$ cat src/rtl/iic_pkg.sv
// Shared constants for the I2C bus-line conditioner.
package iic_pkg;

  localparam int   IIC_SYNC_STAGES_DEF = 2;
  localparam int   IIC_FILT_LEN_DEF    = 3;
  localparam logic IIC_BUS_IDLE        = 1'b1;

endpackage

$ cat src/rtl/iic_line_filter.sv
// One I2C line: pad synchronizer, glitch filter and registered edge pulses.
// The filtered level only moves after FILT_LEN consecutive synchronized
// samples disagree with it. 'flip' is the level change that the next edge
// will commit; it is decoded from flops only, so the parent can register
// events that line up exactly with the level update.
module iic_line_filter
  import iic_pkg::*;
#(
  parameter int SYNC_STAGES = IIC_SYNC_STAGES_DEF,
  parameter int FILT_LEN    = IIC_FILT_LEN_DEF
) (
  input  logic clk,
  input  logic rst,
  input  logic line_in,
  output logic level,
  output logic rise,
  output logic fall,
  output logic flip
);

  localparam int             CW       = $clog2(FILT_LEN + 1);
  localparam logic [CW-1:0]  CNT_LAST = CW'(FILT_LEN - 1);

  logic [SYNC_STAGES-1:0] sync_q;
  logic [CW-1:0]          cnt_q;
  logic                   differ;

  assign differ = sync_q[SYNC_STAGES-1] != level;
  assign flip   = differ && (cnt_q == CNT_LAST);

  // Synchronizer chain, idle-high out of reset.
  always_ff @(posedge clk) begin
    if (rst) begin
      sync_q <= {SYNC_STAGES{IIC_BUS_IDLE}};
    end else begin
      sync_q <= {sync_q[SYNC_STAGES-2:0], line_in};
    end
  end

  // Glitch counter, filtered level and edge pulses coincident with the level change.
  always_ff @(posedge clk) begin
    if (rst) begin
      cnt_q <= '0;
      level <= IIC_BUS_IDLE;
      rise  <= 1'b0;
      fall  <= 1'b0;
    end else begin
      rise <= flip & ~level;
      fall <= flip & level;
      if (flip) begin
        level <= ~level;
        cnt_q <= '0;
      end else if (differ) begin
        cnt_q <= cnt_q + 1'b1;
      end else begin
        cnt_q <= '0;
      end
    end
  end

endmodule

$ cat src/rtl/iic_bus_cond.sv
// I2C bus-line conditioner: filtered SCL/SDA, SCL edge pulses, START/STOP
// detection, bus-busy tracking and optional arbitration-loss flag.
// Build option: define IIC_BUS_COND_ARB_EN to implement arbitration-loss
// detection; otherwise arb_lost is tied low and sda_o/sda_oen_n/clr_arb
// are ignored.
// For SYNC_STAGES+FILT_LEN edges after reset the filters may still be
// converging onto a bus that was already active, so START/STOP are muted
// during that window to avoid reporting a transfer already in progress.
module iic_bus_cond
  import iic_pkg::*;
#(
  parameter int SYNC_STAGES = IIC_SYNC_STAGES_DEF,
  parameter int FILT_LEN    = IIC_FILT_LEN_DEF
) (
  input  logic clk,
  input  logic rst,
  input  logic scl_i,
  input  logic sda_i,
  input  logic sda_o,
  input  logic sda_oen_n,
  input  logic clr_arb,
  output logic scl_f,
  output logic sda_f,
  output logic scl_rise,
  output logic scl_fall,
  output logic start_det,
  output logic stop_det,
  output logic bus_busy,
  output logic arb_lost
);

  localparam int            SW          = $clog2(SYNC_STAGES + FILT_LEN + 1);
  localparam logic [SW-1:0] SETTLE_INIT = SW'(SYNC_STAGES + FILT_LEN);

  logic          scl_flip;
  logic          sda_flip;
  logic          sda_rise_unused;
  logic          sda_fall_unused;
  logic [SW-1:0] settle_q;
  logic          settled;
  logic          scl_high_held;
  logic          start_nxt;
  logic          stop_nxt;

  iic_line_filter #(
    .SYNC_STAGES(SYNC_STAGES),
    .FILT_LEN   (FILT_LEN)
  ) u_scl (
    .clk    (clk),
    .rst    (rst),
    .line_in(scl_i),
    .level  (scl_f),
    .rise   (scl_rise),
    .fall   (scl_fall),
    .flip   (scl_flip)
  );

  iic_line_filter #(
    .SYNC_STAGES(SYNC_STAGES),
    .FILT_LEN   (FILT_LEN)
  ) u_sda (
    .clk    (clk),
    .rst    (rst),
    .line_in(sda_i),
    .level  (sda_f),
    .rise   (sda_rise_unused),
    .fall   (sda_fall_unused),
    .flip   (sda_flip)
  );

  assign settled       = (settle_q == '0);
  assign scl_high_held = scl_f & ~scl_flip;
  assign start_nxt     = settled & scl_high_held & sda_flip & sda_f;
  assign stop_nxt      = settled & scl_high_held & sda_flip & ~sda_f;

  // START/STOP pulses, bus-busy tracking and post-reset settle timer.
  always_ff @(posedge clk) begin
    if (rst) begin
      start_det <= 1'b0;
      stop_det  <= 1'b0;
      bus_busy  <= 1'b0;
      settle_q  <= SETTLE_INIT;
    end else begin
      start_det <= start_nxt;
      stop_det  <= stop_nxt;
      if (start_nxt) begin
        bus_busy <= 1'b1;
      end else if (stop_nxt) begin
        bus_busy <= 1'b0;
      end
      if (!settled) begin
        settle_q <= settle_q - 1'b1;
      end
    end
  end

`ifdef IIC_BUS_COND_ARB_EN
  logic arb_set;

  // Compare against the SDA level that will be visible in the scl_rise cycle.
  assign arb_set = scl_flip & ~scl_f & ~(sda_f ^ sda_flip) & sda_o & ~sda_oen_n;

  // Sticky arbitration-lost flag; a simultaneous set beats the clear.
  always_ff @(posedge clk) begin
    if (rst) begin
      arb_lost <= 1'b0;
    end else if (arb_set) begin
      arb_lost <= 1'b1;
    end else if (clr_arb) begin
      arb_lost <= 1'b0;
    end
  end
`else
  logic arb_inputs_unused;

  assign arb_inputs_unused = ^{sda_o, sda_oen_n, clr_arb};
  assign arb_lost          = 1'b0;
`endif

endmodule

$ cat config.mk
export PLATFORM = sky130hd
export DESIGN_NAME = iic_bus_cond
export DESIGN_NICKNAME = d
export VERILOG_FILES = /design/src/rtl/iic_pkg.sv /design/src/rtl/iic_line_filter.sv /design/src/rtl/iic_bus_cond.sv
export SDC_FILE = /design/constraint.sdc
export NUM_CORES = 1
export LEC_CHECK = 0
export CAP_MARGIN = 40
export CORE_MARGIN = 5
export CORE_UTILIZATION = 50
export CTS_BUF_LIST = sky130_fd_sc_hd__clkbuf_8
export DETAILED_ROUTE_END_ITERATION = 12
export GPL_TIMING_DRIVEN = 0
export PLACE_DENSITY = 0.85
export SLEW_MARGIN = 20
export SYNTH_ARGS = -nofsm -noshare
export SYNTH_HDL_FRONTEND = slang
export SYNTH_HIERARCHICAL = 1
export SYNTH_SLANG_ARGS = --single-unit
$ cat constraint.sdc
create_clock -name clk -period 1.43 [get_ports clk]
set_input_delay 0.3575 -clock clk [delete_from_list [all_inputs] [get_ports clk]]
set_output_delay 0.3575 -clock clk [all_outputs]
set_load 0.005 [all_outputs]
==> impl_results.md <==
* Final HPWL DP at 716 um
* Max stage delay on crit path at 0.48 ns
* Crit path buffers/inverters at 1
* Total Die Area at 2190 um^2
* Post-route met1 wirelength at 502 um
* Maximum vdd ir drop at 0.000720 V
* Worst EP arrival at 1.03 ns
* Worst hold slack at 0.410 ns
* Crit start category: flip-flop
* Via density at 4.90
* Slew Limit Fails at 0
* Leak at 0.386 nW
* CP required at 1.07 ns
* Num CTS Buffers at 3
* Met3 routed WL at 68 um
* Sw Share at 21.2%
* Number of failing hold endpoints at the final stage at 0
* Number of stages on the worst setup path at 1
* # diodes at 0
* P_int at 0.808 mW
* Synth Cell Area at 678 um^2
* First-pass GRT wire length at 1750 um
* Slew @ Worst Pin at 0.525 ns
* HP Class: reg2reg
* Port bufs at 10
* Mean Syn Cell Area at 10.9 um^2
* WHS Path Cells at 1
* Clock Tree Buf Depth at 2
* Tcrit/Tclk final at 97.3%
* # IOs at 15
* Clk sinks at 18
* NumNets Final at 88
* Dpl cells at 87
* Clock network fraction of design power at 39.6%
* GRT Total Usage at 11.6%
* Relative slew slack at 65.0%
* Pwr/cell area at 1180 nW/um^2
* Final Critical Period at 1.39 ns
* WL met2 at 471 um
* Worst reg2reg path depth at 5
* DR WL/cell at 11.5 um
* Root buffer cell: clkbuf_8
* DR vias at 446
* Share of layout cells above drive strength 1 at 27.6%
* Final Util at 67.7%
* Initial cell density of the core at 52.8%
* Max Fclk at 719 MHz
* Highest routed metal layer: met3
* Syn. warnings at 6
* Row cnt at 13
* Maxcap violations at 0
* Clk slew on worst S/H paths at 0.06 ns
* Setup TNS at 0 ns
* Syn nets at 73
* WS Path Type: reg2out
* Layout area overhead at 28.2%
* Initial antenna violation count at 0
* First-pass iteration count of the detailed router at 2
* Core Region at 1280 um^2
* Critical path peak fanout at 1
* Largest net degree at the start of global routing at 17
* Number of global-route vias before repair at 453
* Die H at 46.8 um
* Non-filler cells, final at 91
* Largest delay contributor family on the critical path: buffers and inverters
* Combinational power share at 8.2%
* Max Clock Skew at 0.00540 ns
* Hold-fix buffers, CTS at 0
* Final GP Congestion at 0.659
* CTS tree: built
* Reg power frac at 52.2%
* Final wirelength at 1040 um
* Die W at 46.8 um
* Cells after synthesis at 62
* Worst-Skew Late Latency at 0.25 ns
* Outcome: complete, no violations
* Worst-path cell chain: clkdlybuf4s50_1
* Setup violations, final at 0
* ANT nets after route at 0
* DRC errors left at 0
* RSZ-0062 raised after global routing: false
* P_sw at 0.218 mW
* Setup crit end kind: output port
* Htree depth at 1
* DR iter-0 viols at 1
* Remaining Overflow, GRT at 0
* Slowest CP cell: clkdlybuf4s50_1
## flip-flops by register name, summed over array words and instances, names as in the netlist
name,count
u_scl/rise,1
u_sda/level,1
u_scl/cnt_q,2
start_det,1
u_sda/cnt_q,2
u_sda/sync_q,2
settle_q,3
u_scl/level,1
u_scl/sync_q,2
stop_det,1
u_scl/fall,1
bus_busy,1
## through the flow
stage	setup slack (ns)	cell area [um^2]	total power, mW
2_1_floorplan	0.123	678	0.608
3_3_place_gp	-0.227	797	0.629
3_5_place_dp	-0.245	797	0.632
4_1_cts	0.0106	855	1.03
5_1_grt	0.00470	870	1.08
6_report	0.0387	870	1.03
## layout by cell type, fill, tap and decap left out, types with 3 or more instances in the layout
cell type and count:
dfxtp_1 16, inv_1 6, clkbuf_8 4, dlygate4sd2_1 4, or2_2 4, nor4_1 4, nand2_1 3, xnor2_1 3
dlymetal6s2s_1 3, clkdlybuf4s50_1 3, nor2b_1 3
## routing by layer
layer / vias up / global-route usage, %
met5: - / 0
met2: 10 / 19.2
met1: 198 / 11.9
li1: 238 / -
met4: 0 / 6.63
met3: 0 / 5.36
## final cells by class
| class | instances | area, um^2 |
|---|---|---|
| plain buffers | 1 | 7.51 |
| flip-flops and latches | 18 | 368 |
| multi-input cells | 37 | 295 |
| repair buffers | 10 | 103 |
| well taps | 15 | 18.8 |
| inverters | 6 | 22.5 |
| fillers | 103 | 415 |
| clock buffers | 4 | 55.1 |
## power groups by stage
| stage | Sequential, mW | Clock (mW) | Combinational [mW] |
|---|---|---|---|
| after floorplan | 0.546 | 0 | 0.0623 |
| after global placement | 0.548 | 0 | 0.0805 |
| after detailed placement | 0.550 | 0 | 0.0825 |
| after CTS | 0.535 | 0.413 | 0.0830 |
| after global routing | 0.538 | 0.447 | 0.0970 |
| final | 0.536 | 0.406 | 0.0836 |
## timing repair
item / CTS / global route
setup endpoints to repair: 4 / 5
setup buffers: 0 / 0
endpoints found under the hold margin: 0 / 0
gates resized for setup: 8 / 7
## final timing paths
kind | end | slack (ns) | from
max reg2reg | bus_busy | 0.07 | u_scl/cnt_q[0]
min reg2reg | u_sda/sync_q[1] | 0.41 | u_sda/sync_q[0]
min | u_sda/sync_q[1] | 0.41 | u_sda/sync_q[0]
max | stop_det | 0.04 | stop_det
Power figures use the tool's default switching activity.
